--- config.mk ---
export PLATFORM = sky130hd
export DESIGN_NAME = hazard_ctrl_flat
export DESIGN_NICKNAME = d
export VERILOG_FILES = /design/src/rtl/hazard_if.sv /design/src/rtl/hazard_ctrl.sv /design/src/flat_wrapper.sv
export SDC_FILE = /design/constraint.sdc
export NUM_CORES = 1
export LEC_CHECK = 0
export ABC_AREA = 1
export CAP_MARGIN = 10
export CELL_PAD_IN_SITES_DETAIL_PLACEMENT = 1
export CELL_PAD_IN_SITES_GLOBAL_PLACEMENT = 2
export CORE_ASPECT_RATIO = 1.5
export CORE_MARGIN = 8
export CORE_UTILIZATION = 27
export DETAILED_ROUTE_END_ITERATION = 8
export GPL_ROUTABILITY_DRIVEN = 0
export PLACE_DENSITY_LB_ADDON = 0.08
export SYNTH_ARGS = -nofsm -noshare
export SYNTH_HDL_FRONTEND = slang
export SYNTH_SLANG_ARGS = --single-unit
--- constraint.sdc ---
create_clock -name clk -period 2.4 [get_ports clk]
set_clock_uncertainty 0.15 [all_clocks]
set_input_delay 0.36 -clock clk [delete_from_list [all_inputs] [get_ports clk]]
set_output_delay 0.36 -clock clk [all_outputs]
set_load 0.02 [all_outputs]
--- src/rtl/hazard_if.sv ---
// Handshake bundle between the ID/EX pipeline datapath and the hazard controller.
// The pipeline side is the master; the controller is the slave.
interface hazard_if #(
   parameter int CNT_W = 8
);
   logic [2:0]       id_rs;
   logic [2:0]       id_rt;
   logic             id_uses_rs;
   logic             id_uses_rt;
   logic [2:0]       ex_rs;
   logic [2:0]       ex_rt;
   logic [2:0]       ex_rd;
   logic             ex_mem_read;
   logic             branch_taken;
   logic [2:0]       mem_rd;
   logic             mem_reg_write;
   logic [2:0]       wb_rd;
   logic             wb_reg_write;
   logic             mem_busy;
   logic             cnt_clr;

   logic             pc_write;
   logic             if_id_write;
   logic             if_id_flush;
   logic             id_ex_hold;
   logic             id_ex_bubble;
   logic             ex_mem_hold;
   logic [1:0]       fwd_a;
   logic [1:0]       fwd_b;
   logic [CNT_W-1:0] stall_cnt;
   logic [CNT_W-1:0] flush_cnt;
   logic [CNT_W-1:0] freeze_cnt;

   modport master (
      output id_rs, id_rt, id_uses_rs, id_uses_rt, ex_rs, ex_rt, ex_rd,
             ex_mem_read, branch_taken, mem_rd, mem_reg_write, wb_rd,
             wb_reg_write, mem_busy, cnt_clr,
      input  pc_write, if_id_write, if_id_flush, id_ex_hold, id_ex_bubble,
             ex_mem_hold, fwd_a, fwd_b, stall_cnt, flush_cnt, freeze_cnt
   );

   modport slave (
      input  id_rs, id_rt, id_uses_rs, id_uses_rt, ex_rs, ex_rt, ex_rd,
             ex_mem_read, branch_taken, mem_rd, mem_reg_write, wb_rd,
             wb_reg_write, mem_busy, cnt_clr,
      output pc_write, if_id_write, if_id_flush, id_ex_hold, id_ex_bubble,
             ex_mem_hold, fwd_a, fwd_b, stall_cnt, flush_cnt, freeze_cnt
   );
endinterface

--- src/rtl/hazard_ctrl.sv ---
// Stall/flush/freeze sequencing, EX operand forwarding and saturating hazard counters.
//   state   | meaning
//   RUN     | normal issue; mem_busy, branch and load-use evaluated in that priority
//   LDSTALL | single bubble cycle after a load-use; load-use detection suppressed
//   FREEZE  | memory not ready; everything held, counts frozen cycles
module hazard_ctrl #(
   parameter int CNT_W = 8
) (
   input logic     clk,
   input logic     rst,
   hazard_if.slave hif
);
   typedef enum logic [1:0] {RUN, LDSTALL, FREEZE} state_t;

   localparam logic [CNT_W-1:0] CNT_MAX = '1;

   state_t           state, state_nxt;
   logic             load_use;
   logic             stall_inc, flush_inc, freeze_inc;
   logic             pc_write, if_id_write, if_id_flush;
   logic             id_ex_hold, id_ex_bubble, ex_mem_hold;
   logic [1:0]       fwd_a, fwd_b;
   logic [CNT_W-1:0] stall_cnt, flush_cnt, freeze_cnt;

   assign load_use = hif.ex_mem_read && (hif.ex_rd != 3'd0) &&
                     ((hif.id_uses_rs && (hif.id_rs == hif.ex_rd)) ||
                      (hif.id_uses_rt && (hif.id_rt == hif.ex_rd)));

   always_ff @(posedge clk or negedge rst) begin
      if (!rst) state <= RUN;
      else      state <= state_nxt;
   end

   always_comb begin
      state_nxt    = state;
      pc_write     = 1'b1;
      if_id_write  = 1'b1;
      if_id_flush  = 1'b0;
      id_ex_hold   = 1'b0;
      id_ex_bubble = 1'b0;
      ex_mem_hold  = 1'b0;
      stall_inc    = 1'b0;
      flush_inc    = 1'b0;
      freeze_inc   = 1'b0;
      // A freeze that has ended is evaluated exactly like RUN in the same cycle.
      if (hif.mem_busy) begin
         state_nxt   = FREEZE;
         pc_write    = 1'b0;
         if_id_write = 1'b0;
         id_ex_hold  = 1'b1;
         ex_mem_hold = 1'b1;
         freeze_inc  = 1'b1;
      end else if (state == LDSTALL) begin
         state_nxt = RUN;
      end else if (hif.branch_taken) begin
         state_nxt    = RUN;
         if_id_flush  = 1'b1;
         id_ex_bubble = 1'b1;
         flush_inc    = 1'b1;
      end else if (load_use) begin
         state_nxt    = LDSTALL;
         pc_write     = 1'b0;
         if_id_write  = 1'b0;
         id_ex_bubble = 1'b1;
         stall_inc    = 1'b1;
      end else begin
         state_nxt = RUN;
      end
   end

   always_comb begin
      fwd_a = 2'b00;
      fwd_b = 2'b00;
      if (hif.mem_reg_write && (hif.mem_rd != 3'd0) && (hif.mem_rd == hif.ex_rs))
         fwd_a = 2'b10;
      else if (hif.wb_reg_write && (hif.wb_rd != 3'd0) && (hif.wb_rd == hif.ex_rs))
         fwd_a = 2'b01;
      if (hif.mem_reg_write && (hif.mem_rd != 3'd0) && (hif.mem_rd == hif.ex_rt))
         fwd_b = 2'b10;
      else if (hif.wb_reg_write && (hif.wb_rd != 3'd0) && (hif.wb_rd == hif.ex_rt))
         fwd_b = 2'b01;
   end

   always_ff @(posedge clk or negedge rst) begin
      if (!rst) begin
         stall_cnt  <= '0;
         flush_cnt  <= '0;
         freeze_cnt <= '0;
      end else if (hif.cnt_clr) begin
         stall_cnt  <= '0;
         flush_cnt  <= '0;
         freeze_cnt <= '0;
      end else begin
         if (stall_inc && (stall_cnt != CNT_MAX))   stall_cnt  <= stall_cnt + 1'b1;
         if (flush_inc && (flush_cnt != CNT_MAX))   flush_cnt  <= flush_cnt + 1'b1;
         if (freeze_inc && (freeze_cnt != CNT_MAX)) freeze_cnt <= freeze_cnt + 1'b1;
      end
   end

   // While in reset the pipeline is held quiet: nothing advances, NOPs are injected.
   assign hif.pc_write     = rst ? pc_write     : 1'b0;
   assign hif.if_id_write  = rst ? if_id_write  : 1'b0;
   assign hif.if_id_flush  = rst ? if_id_flush  : 1'b1;
   assign hif.id_ex_hold   = rst ? id_ex_hold   : 1'b0;
   assign hif.id_ex_bubble = rst ? id_ex_bubble : 1'b1;
   assign hif.ex_mem_hold  = rst ? ex_mem_hold  : 1'b0;
   assign hif.fwd_a        = rst ? fwd_a        : 2'b00;
   assign hif.fwd_b        = rst ? fwd_b        : 2'b00;
   assign hif.stall_cnt    = stall_cnt;
   assign hif.flush_cnt    = flush_cnt;
   assign hif.freeze_cnt   = freeze_cnt;
endmodule

--- src/flat_wrapper.sv ---
// flat-port wrapper written by rule: the top's interface ports become plain ports
module hazard_ctrl_flat 
#(
   parameter int CNT_W = 8
)
  (clk, rst, hif_id_rs, hif_id_rt, hif_id_uses_rs, hif_id_uses_rt, hif_ex_rs, hif_ex_rt, hif_ex_rd, hif_ex_mem_read, hif_branch_taken, hif_mem_rd, hif_mem_reg_write, hif_wb_rd, hif_wb_reg_write, hif_mem_busy, hif_cnt_clr, hif_pc_write, hif_if_id_write, hif_if_id_flush, hif_id_ex_hold, hif_id_ex_bubble, hif_ex_mem_hold, hif_fwd_a, hif_fwd_b, hif_stall_cnt, hif_flush_cnt, hif_freeze_cnt);
  hazard_if #(.CNT_W(CNT_W)) hif_i ();
  input logic clk;
  input logic rst;
  input wire logic [$bits(hif_i.id_rs)-1:0] hif_id_rs;
  input wire logic [$bits(hif_i.id_rt)-1:0] hif_id_rt;
  input wire logic [$bits(hif_i.id_uses_rs)-1:0] hif_id_uses_rs;
  input wire logic [$bits(hif_i.id_uses_rt)-1:0] hif_id_uses_rt;
  input wire logic [$bits(hif_i.ex_rs)-1:0] hif_ex_rs;
  input wire logic [$bits(hif_i.ex_rt)-1:0] hif_ex_rt;
  input wire logic [$bits(hif_i.ex_rd)-1:0] hif_ex_rd;
  input wire logic [$bits(hif_i.ex_mem_read)-1:0] hif_ex_mem_read;
  input wire logic [$bits(hif_i.branch_taken)-1:0] hif_branch_taken;
  input wire logic [$bits(hif_i.mem_rd)-1:0] hif_mem_rd;
  input wire logic [$bits(hif_i.mem_reg_write)-1:0] hif_mem_reg_write;
  input wire logic [$bits(hif_i.wb_rd)-1:0] hif_wb_rd;
  input wire logic [$bits(hif_i.wb_reg_write)-1:0] hif_wb_reg_write;
  input wire logic [$bits(hif_i.mem_busy)-1:0] hif_mem_busy;
  input wire logic [$bits(hif_i.cnt_clr)-1:0] hif_cnt_clr;
  output wire logic [$bits(hif_i.pc_write)-1:0] hif_pc_write;
  output wire logic [$bits(hif_i.if_id_write)-1:0] hif_if_id_write;
  output wire logic [$bits(hif_i.if_id_flush)-1:0] hif_if_id_flush;
  output wire logic [$bits(hif_i.id_ex_hold)-1:0] hif_id_ex_hold;
  output wire logic [$bits(hif_i.id_ex_bubble)-1:0] hif_id_ex_bubble;
  output wire logic [$bits(hif_i.ex_mem_hold)-1:0] hif_ex_mem_hold;
  output wire logic [$bits(hif_i.fwd_a)-1:0] hif_fwd_a;
  output wire logic [$bits(hif_i.fwd_b)-1:0] hif_fwd_b;
  output wire logic [$bits(hif_i.stall_cnt)-1:0] hif_stall_cnt;
  output wire logic [$bits(hif_i.flush_cnt)-1:0] hif_flush_cnt;
  output wire logic [$bits(hif_i.freeze_cnt)-1:0] hif_freeze_cnt;
  assign hif_i.id_rs = hif_id_rs;
  assign hif_i.id_rt = hif_id_rt;
  assign hif_i.id_uses_rs = hif_id_uses_rs;
  assign hif_i.id_uses_rt = hif_id_uses_rt;
  assign hif_i.ex_rs = hif_ex_rs;
  assign hif_i.ex_rt = hif_ex_rt;
  assign hif_i.ex_rd = hif_ex_rd;
  assign hif_i.ex_mem_read = hif_ex_mem_read;
  assign hif_i.branch_taken = hif_branch_taken;
  assign hif_i.mem_rd = hif_mem_rd;
  assign hif_i.mem_reg_write = hif_mem_reg_write;
  assign hif_i.wb_rd = hif_wb_rd;
  assign hif_i.wb_reg_write = hif_wb_reg_write;
  assign hif_i.mem_busy = hif_mem_busy;
  assign hif_i.cnt_clr = hif_cnt_clr;
  assign hif_pc_write = hif_i.pc_write;
  assign hif_if_id_write = hif_i.if_id_write;
  assign hif_if_id_flush = hif_i.if_id_flush;
  assign hif_id_ex_hold = hif_i.id_ex_hold;
  assign hif_id_ex_bubble = hif_i.id_ex_bubble;
  assign hif_ex_mem_hold = hif_i.ex_mem_hold;
  assign hif_fwd_a = hif_i.fwd_a;
  assign hif_fwd_b = hif_i.fwd_b;
  assign hif_stall_cnt = hif_i.stall_cnt;
  assign hif_flush_cnt = hif_i.flush_cnt;
  assign hif_freeze_cnt = hif_i.freeze_cnt;
  hazard_ctrl #(.CNT_W(CNT_W)) u_core (.clk(clk), .rst(rst), .hif(hif_i));
endmodule
==> results of run 1 <==
## power by group through the flow
stage                     clock (mW)  combinational, mW  sequential, mW
after floorplan                    0             0.0977           0.465
after global placement             0              0.240           0.459
after detailed placement           0              0.241           0.459
after CTS                      0.303              0.239           0.450
after global routing           0.319              0.256           0.451
final                          0.291              0.231           0.450
## Yosys cell counts (2+ instances only)
cell     instances
xor2_1          12
a21oi_1          5
nand2_2          4
o31ai_1          4
nor2_2           3
inv_1           34
a21oi_2          2
buf_2            2
buf_4            3
nand2_4          3
nand4_1          5
nand3_1         27
nor2_4           2
nor3_2           2
nand3_2          6
o21ai_0          4
nor2_1          18
nor3_1           6
ha_1             3
xnor2_1          9
nand2_1         44
inv_2            7
o21ai_1          5
dfrtp_1         26
## timing repair
item | CTS | global route
cloned | 0 | 0
gates resized for setup | 7 | 9
endpoints found under the hold margin | 0 | 0
setup buffers | 0 | 0
endpoints found under the setup margin | 7 | 7
## kinds of logic after synthesis
logic type	synth area share (%)
AND/OR/NAND/NOR	36.7
buffers and inverters	10.0
flip-flops	34.3
adder cells (fa/ha/maj)	1.98
AO/OA/AOI/OAI	7.27
XOR/XNOR	9.71
## routing by layer
metal | vias up | track usage [%]
met2 | 45 | 21.0
met4 | 0 | 3.36
met1 | 870 | 12.1
met5 | - | 0
met3 | 4 | 3.68
li1 | 943 | -
## sequential cells by signal (all words and copies together) (netlist names)
name	count
u_core.hif.stall_cnt	8
u_core.hif.freeze_cnt	8
u_core.state	2
u_core.hif.flush_cnt	8
## stage by stage
stage	setup slack, ns	TNS (ns)	area, sq um	hold slack [ns]
after floorplan	0.639	0	1890	-0.0856
after global placement	-0.234	-1.26	2720	0.386
after detailed placement	-0.243	-1.36	2720	0.392
after CTS	0.0194	0	2770	0.339
after global routing	0.000102	0	2770	0.348
final	0.111	0	2770	0.322
## path summary, 6_finish.rpt
kind	startpoint	endpoint	cells past startpoint
worst max-delay path	hif_mem_rd[2]	hif_fwd_a[1]	6
worst min-delay path	rst	u_core.hif.flush_cnt[1]	2
worst max register to register	u_core.hif.stall_cnt[0]	u_core.hif.stall_cnt[4]	8
worst min register to register	u_core.hif.freeze_cnt[3]	u_core.hif.freeze_cnt[3]	1
max in group asynchronous	rst	u_core.hif.stall_cnt[3]	3
min in group clk	u_core.hif.freeze_cnt[3]	u_core.hif.freeze_cnt[3]	1
## final cells by class
class | instances | area, sq um
Clock buffer | 4 | 55.1
Fill cell | 848 | 4080
Inverter | 42 | 158
Multi-Input combinational cell | 172 | 1050
Sequential cell | 26 | 651
Tap cell | 78 | 97.6
Timing Repair Buffer | 80 | 754
## cells in the final DEF (no fill, tap or decap), types with 3 or more instances in the layout
cell type / count
nor2_1: 18
a21oi_1: 5
o21ai_0: 4
xnor2_1: 9
clkdlybuf4s50_1: 53
o31ai_1: 4
dlymetal6s2s_1: 4
dfrtp_1: 26
nor3_1: 6
nand2_2: 4
ha_1: 3
o21ai_1: 5
nand2_1: 44
clkbuf_8: 4
dlygate4sd2_1: 5
buf_4: 16
nand3_2: 6
nor2_2: 3
nand3_1: 27
inv_1: 34
nand4_1: 5
xor2_1: 12
nand2_4: 3
inv_2: 7
==> reports/results.txt, run 1 <==
Largest net degree at the start of global routing - 22
P_sw - 0.267 mW
Yosys top cell by area - dfrtp_1
Synthesized instance count - 245
Final wirelength - 5510 um
Final core occ - 40.4%
Critical Path Sink Type - output port
I/O pin count - 65
WL/cell - 13.7 um
Row count - 37
Initial drt markers - 48
Clock Latency Late Sink - 0.28 ns
Root buffer cell - clkbuf_8
CP required - 1.89 ns
Count of final setup violators - 0
Worst hold path type - input port to async pin
Cell Int Power - 0.704 mW
Leakage Power - 1.34 nW
Die width - 84.4 um
CTS clock-pin slew for the worst setup and hold paths - 0.10 ns
Nets@finish - 359
Initial Util - 27.6%
Max Cap Violations - 0
Minimum clock period - 2.29 ns
Number of buffers created by CTS - 3
RSZ-0062 raised after global routing - no
Routed vias - 1862
Crit path largest cell delay - 0.54 ns
Via density - 4.63
Placed insts - 398
Initial antenna violation count - 0
Residual DRC count - 0
Worst Path Max Fanout - 3
Grt total ovfl - 0
Syn Area/Cell - 7.73 sq um
#FFs+latches synth - 26
GRT Util Overall - 11.5%
Net Count, Synth - 279
Main synth FF type - dfrtp_1
First-pass GRT wire length - 9480 um
Synth top area cells - dfrtp_1 34%, nand2_1 8.7%, nand3_1 7.1%
Comb power frac - 23.7%
Sink Count - 26
Status - finished clean
Critical path's slowest cell - clkdlybuf4s50_1
Worst path top cell family by delay - buffers and inverters
Max transition margin - 81.4%
Met2 routed WL - 2920 um
Worst EP arrival - 1.78 ns
Vias in the first global route - 2036
Mapped Area - 1890 sq um
WP buf/inv - 3
Slew Viols, Final - 0
Peak VDD IR - 0.000210 V
Ys async rst share - 100%
Reg power frac - 46.3%
Sequential element share of the synthesized area - 34.3%
Crit Path Class - input port to output port
Worst-path cell chain - clkdlybuf4s50_1 -> xnor2_1 -> nand4_1 -> buf_4 -> nor2_1 -> dlygate4sd2_1
Port bufs - 64
Post-route ant nets - 0
Post-DP HPWL - 4640 um
Core ar. - 6850 sq um
Crit path launch type - input port
Reg2reg setup slack - 0.65 ns
Warnings, synthesis - 0
Share of layout cells above drive strength 1 - 17.3%
Post-synth EDFFs - 0
Clock H-tree levels - 1
Clk pwr share - 30.0%
Antenna cells - 0
Die Y - 119 um
Switching share of power - 27.5%
Pre-antenna DRT Iters - 4
Yosys top cell area share - 34.3%
Power Density - 351 nW/um^2
Area Overhead vs Synth - 46.2%
Max layer used - met4
Routed wl met3 - 339 um
Final Power - 0.972 mW
CTS tree - done
Deepest clock path buffer count - 2
Worst-Margin Slew - 0.277 ns
M1 WL - 2190 um
Final period util - 95.4%
Final hold violations - 0
Area of the die - 10000 sq um
Post-synth cell types - 33
CTS Hold Bufs - 0
FMAX - 437 MHz
Non-Filler Instances - 402
No activity file was read; power rests on OpenSTA's default activity.
==> run 2, diff against run 1 <==
--- a/config.mk
+++ b/config.mk
@@ -9,9 +9,8 @@
 export CAP_MARGIN = 10
 export CELL_PAD_IN_SITES_DETAIL_PLACEMENT = 1
 export CELL_PAD_IN_SITES_GLOBAL_PLACEMENT = 2
-export CORE_ASPECT_RATIO = 1.5
-export CORE_MARGIN = 8
-export CORE_UTILIZATION = 27
+export CORE_MARGIN = 3
+export CORE_UTILIZATION = 25
 export DETAILED_ROUTE_END_ITERATION = 8
 export GPL_ROUTABILITY_DRIVEN = 0
 export PLACE_DENSITY_LB_ADDON = 0.08
==> constraint.sdc (replaced) <==
create_clock -name clk -period 2.6 [get_ports clk]
set_clock_uncertainty 0.15 [all_clocks]
set_input_delay 0.39 -clock clk [delete_from_list [all_inputs] [get_ports clk]]
set_output_delay 0.39 -clock clk [all_outputs]
set_load 0.02 [all_outputs]
==> run 2 against run 1 <==
Net effect: count of clock-buffer cells in the layout is 1 lower; core utilization is 3.0 points lower; sequential power is 7.6% lower; highest routed layer unchanged; sequential share of layout area is 0.33 points higher; hold slack better by 0.023 ns; via count is 2.5% lower; setup slack better by 0.099 ns; wire length is 5.1% lower; largest power group unchanged; cell count is 3.0% higher.
==> reports/results.txt, run 2 (synthesized netlist as in run 1, its figures left out) <==
Final wirelength - 5230 um (-5.1%)
Post-CTS Setup Inserts - 0 (unchanged)
Max Cap Violations - 0 (unchanged)
Final period util - 91.9%
Count of final setup violators - 0 (unchanged)
Clock Latency Late Sink - 0.27 ns (about the same)
Initial Util - 26.0% (-1.7 points)
Crit path launch type - input port
Root buffer cell - clkbuf_8
Worst hold path type - input port to async pin
Sink Count - 26 (unchanged)
CP required - 2.06 ns (+0.17 ns)
Vias in the first global route - 1899 (-6.7%)
Crit Path Class - input port to output port
First-pass GRT wire length - 9050 um (-4.6%)
Area Overhead vs Synth - 44.1%
Post-route ant nets - 0 (unchanged)
Slew Viols, Final - 0 (unchanged)
Clock H-tree levels - 1 (unchanged)
I/O pin count - 65 (unchanged)
Share of layout cells above drive strength 1 - 14.6% (-2.7 points)
Power Density - 312 nW/um^2 (-11%)
WL/cell - 12.6 um (-7.8%)
Setup_tns - 0 ns (unchanged)
Filler cell count - 913 (+7.7%)
Via density - 4.38 (-5.3%)
Pre-antenna DRT Iters - 4 (unchanged)
Area of the die - 8660 sq um (-13%)
Deepest clock path buffer count - 2 (unchanged)
Core ar. - 7290 sq um (+6.4%)
Die width - 93.0 um (+10%)
Post-DP Area - 2700 sq um (-0.78%)
Critical Path Sink Type - output port
Initial drt markers - 71 (+48%)
Placed insts - 411 (+3.3%)
GRT Util Overall - 12.7% (+1.3 points)
Largest regs - u_core.hif.flush_cnt x8, u_core.hif.freeze_cnt x8, u_core.hif.stall_cnt x8
Row count - 31 (-16%)
Status - finished clean
CTS clock-pin slew for the worst setup and hold paths - 0.09 ns (about the same)
Largest net degree at the start of global routing - 26 (+18%)
Commonest non-fill, non-tap cell in the layout - clkdlybuf4s50_1
WHS - 0.345 ns (+0.0229 ns)
Worst-Margin Slew - 0.328 ns (+0.0506 ns)
Number of buffers created by CTS - 3 (unchanged)
Residual DRC count - 0 (unchanged)
FMAX - 418 MHz
CTS tree - done
Peak VDD IR - 0.000202 V (-3.8%)
Routed vias - 1815 (-2.5%)
Final hold violations - 0 (unchanged)
Worst EP arrival - 1.85 ns (+0.07 ns)
Minimum clock period - 2.39 ns
Initial antenna violation count - 0 (unchanged)
Non-Filler Instances - 414 (+3.0%)
RSZ-0062 raised after global routing - no
Leakage Power - 1.27 nW (-5.4%)
Port bufs - 64 (unchanged)
Most frequent cells in the layout - 56 x clkdlybuf4s50_1, 44 x nand2_1, 34 x inv_1, 27 x nand3_1, 26 x dfrtp_1
Nets@finish - 351 (-2.2%)
Worst Path Max Fanout - 3 (unchanged)
Fin area - 2730 sq um (-1.4%)
Die Y - 93.0 um (-22%)
Antenna cells - 0 (unchanged)
Max transition margin - 78.1% (-3.3 points)
Grt total ovfl - 0 (unchanged)
Post-DP HPWL - 4220 um (-8.9%)
run 2: cell types whose count changed in the layout (fill, tap and decap cells not counted), sizes merged:
cell | before | now
dlygate4sd2 | 5 | 6
buf | 16 | 8
clkbuf | 6 | 4
dlymetal6s2s | 4 | 1
clkdlybuf4s50 | 53 | 56
run 2: timing repair:
item | CTS | global route
gates resized for setup | 7 | 3
pin swaps | 0 | 0
hold buffers | 0 | 0
endpoints found under the setup margin | 7 | 3
run 2: layout make-up:
class | instances | area, sq um | area share [%]
multi-input combinational | 172 | 1050 | 38.6
clock buffer | 3 | 41.3 | 1.51
inverter | 42 | 158 | 5.77
tap | 99 | 124 | 4.54
sequential | 26 | 651 | 23.8
timing repair buffer | 72 | 703 | 25.8
run 2: where the power goes:
group	switching (mW)	internal (mW)	total (mW)	leakage (nW)
clock	0.126	0.104	0.230	0.0216
combinational	0.108	0.0984	0.206	0.893
sequential	0.00563	0.410	0.416	0.358
total	0.240	0.613	0.852	1.27
run 2: per-layer routing:
metal  wire, um  global-route usage, %
met2       2430                   21.4
met4         42                   2.56
met1       2500                   16.8
met3        262                   2.90
met5          0                      0
run 2: per-stage QoR:
stage | util, % | power, mW | setup slack, ns
6_report | 37.4 | 0.852 | 0.210
5_1_grt | 37.4 | 0.911 | 0.0577
4_1_cts | 37.5 | 0.878 | 0.101
3_5_place_dp | 37.0 | 0.637 | -0.167
3_3_place_gp | 37.0 | 0.636 | -0.161
2_1_floorplan | - | 0.520 | 0.779
run 2: critical path, stage by stage:
cell	delay, ns
clkdlybuf4s50_1	0.48
o31ai_1	0.25
inv_1	0.08
nand2_1	0.09
nor3b_1	0.21
dlygate4sd2_1	0.36
run 2: worst paths after layout:
| check | startpoint | endpoint | slack, ns | cells past startpoint |
|---|---|---|---|---|
| worst max register to register | u_core.hif.stall_cnt[0] | u_core.hif.stall_cnt[2] | 0.83 | 8 |
| min in group clk | u_core.hif.freeze_cnt[3] | u_core.hif.freeze_cnt[3] | 0.39 | 1 |
| max in group asynchronous | rst | u_core.hif.freeze_cnt[7] | 1.46 | 3 |
| worst min-delay path | rst | u_core.hif.flush_cnt[7] | 0.34 | 2 |
| worst min register to register | u_core.hif.freeze_cnt[3] | u_core.hif.freeze_cnt[3] | 0.39 | 1 |
| worst max-delay path | hif_mem_rd[0] | hif_fwd_b[0] | 0.21 | 6 |
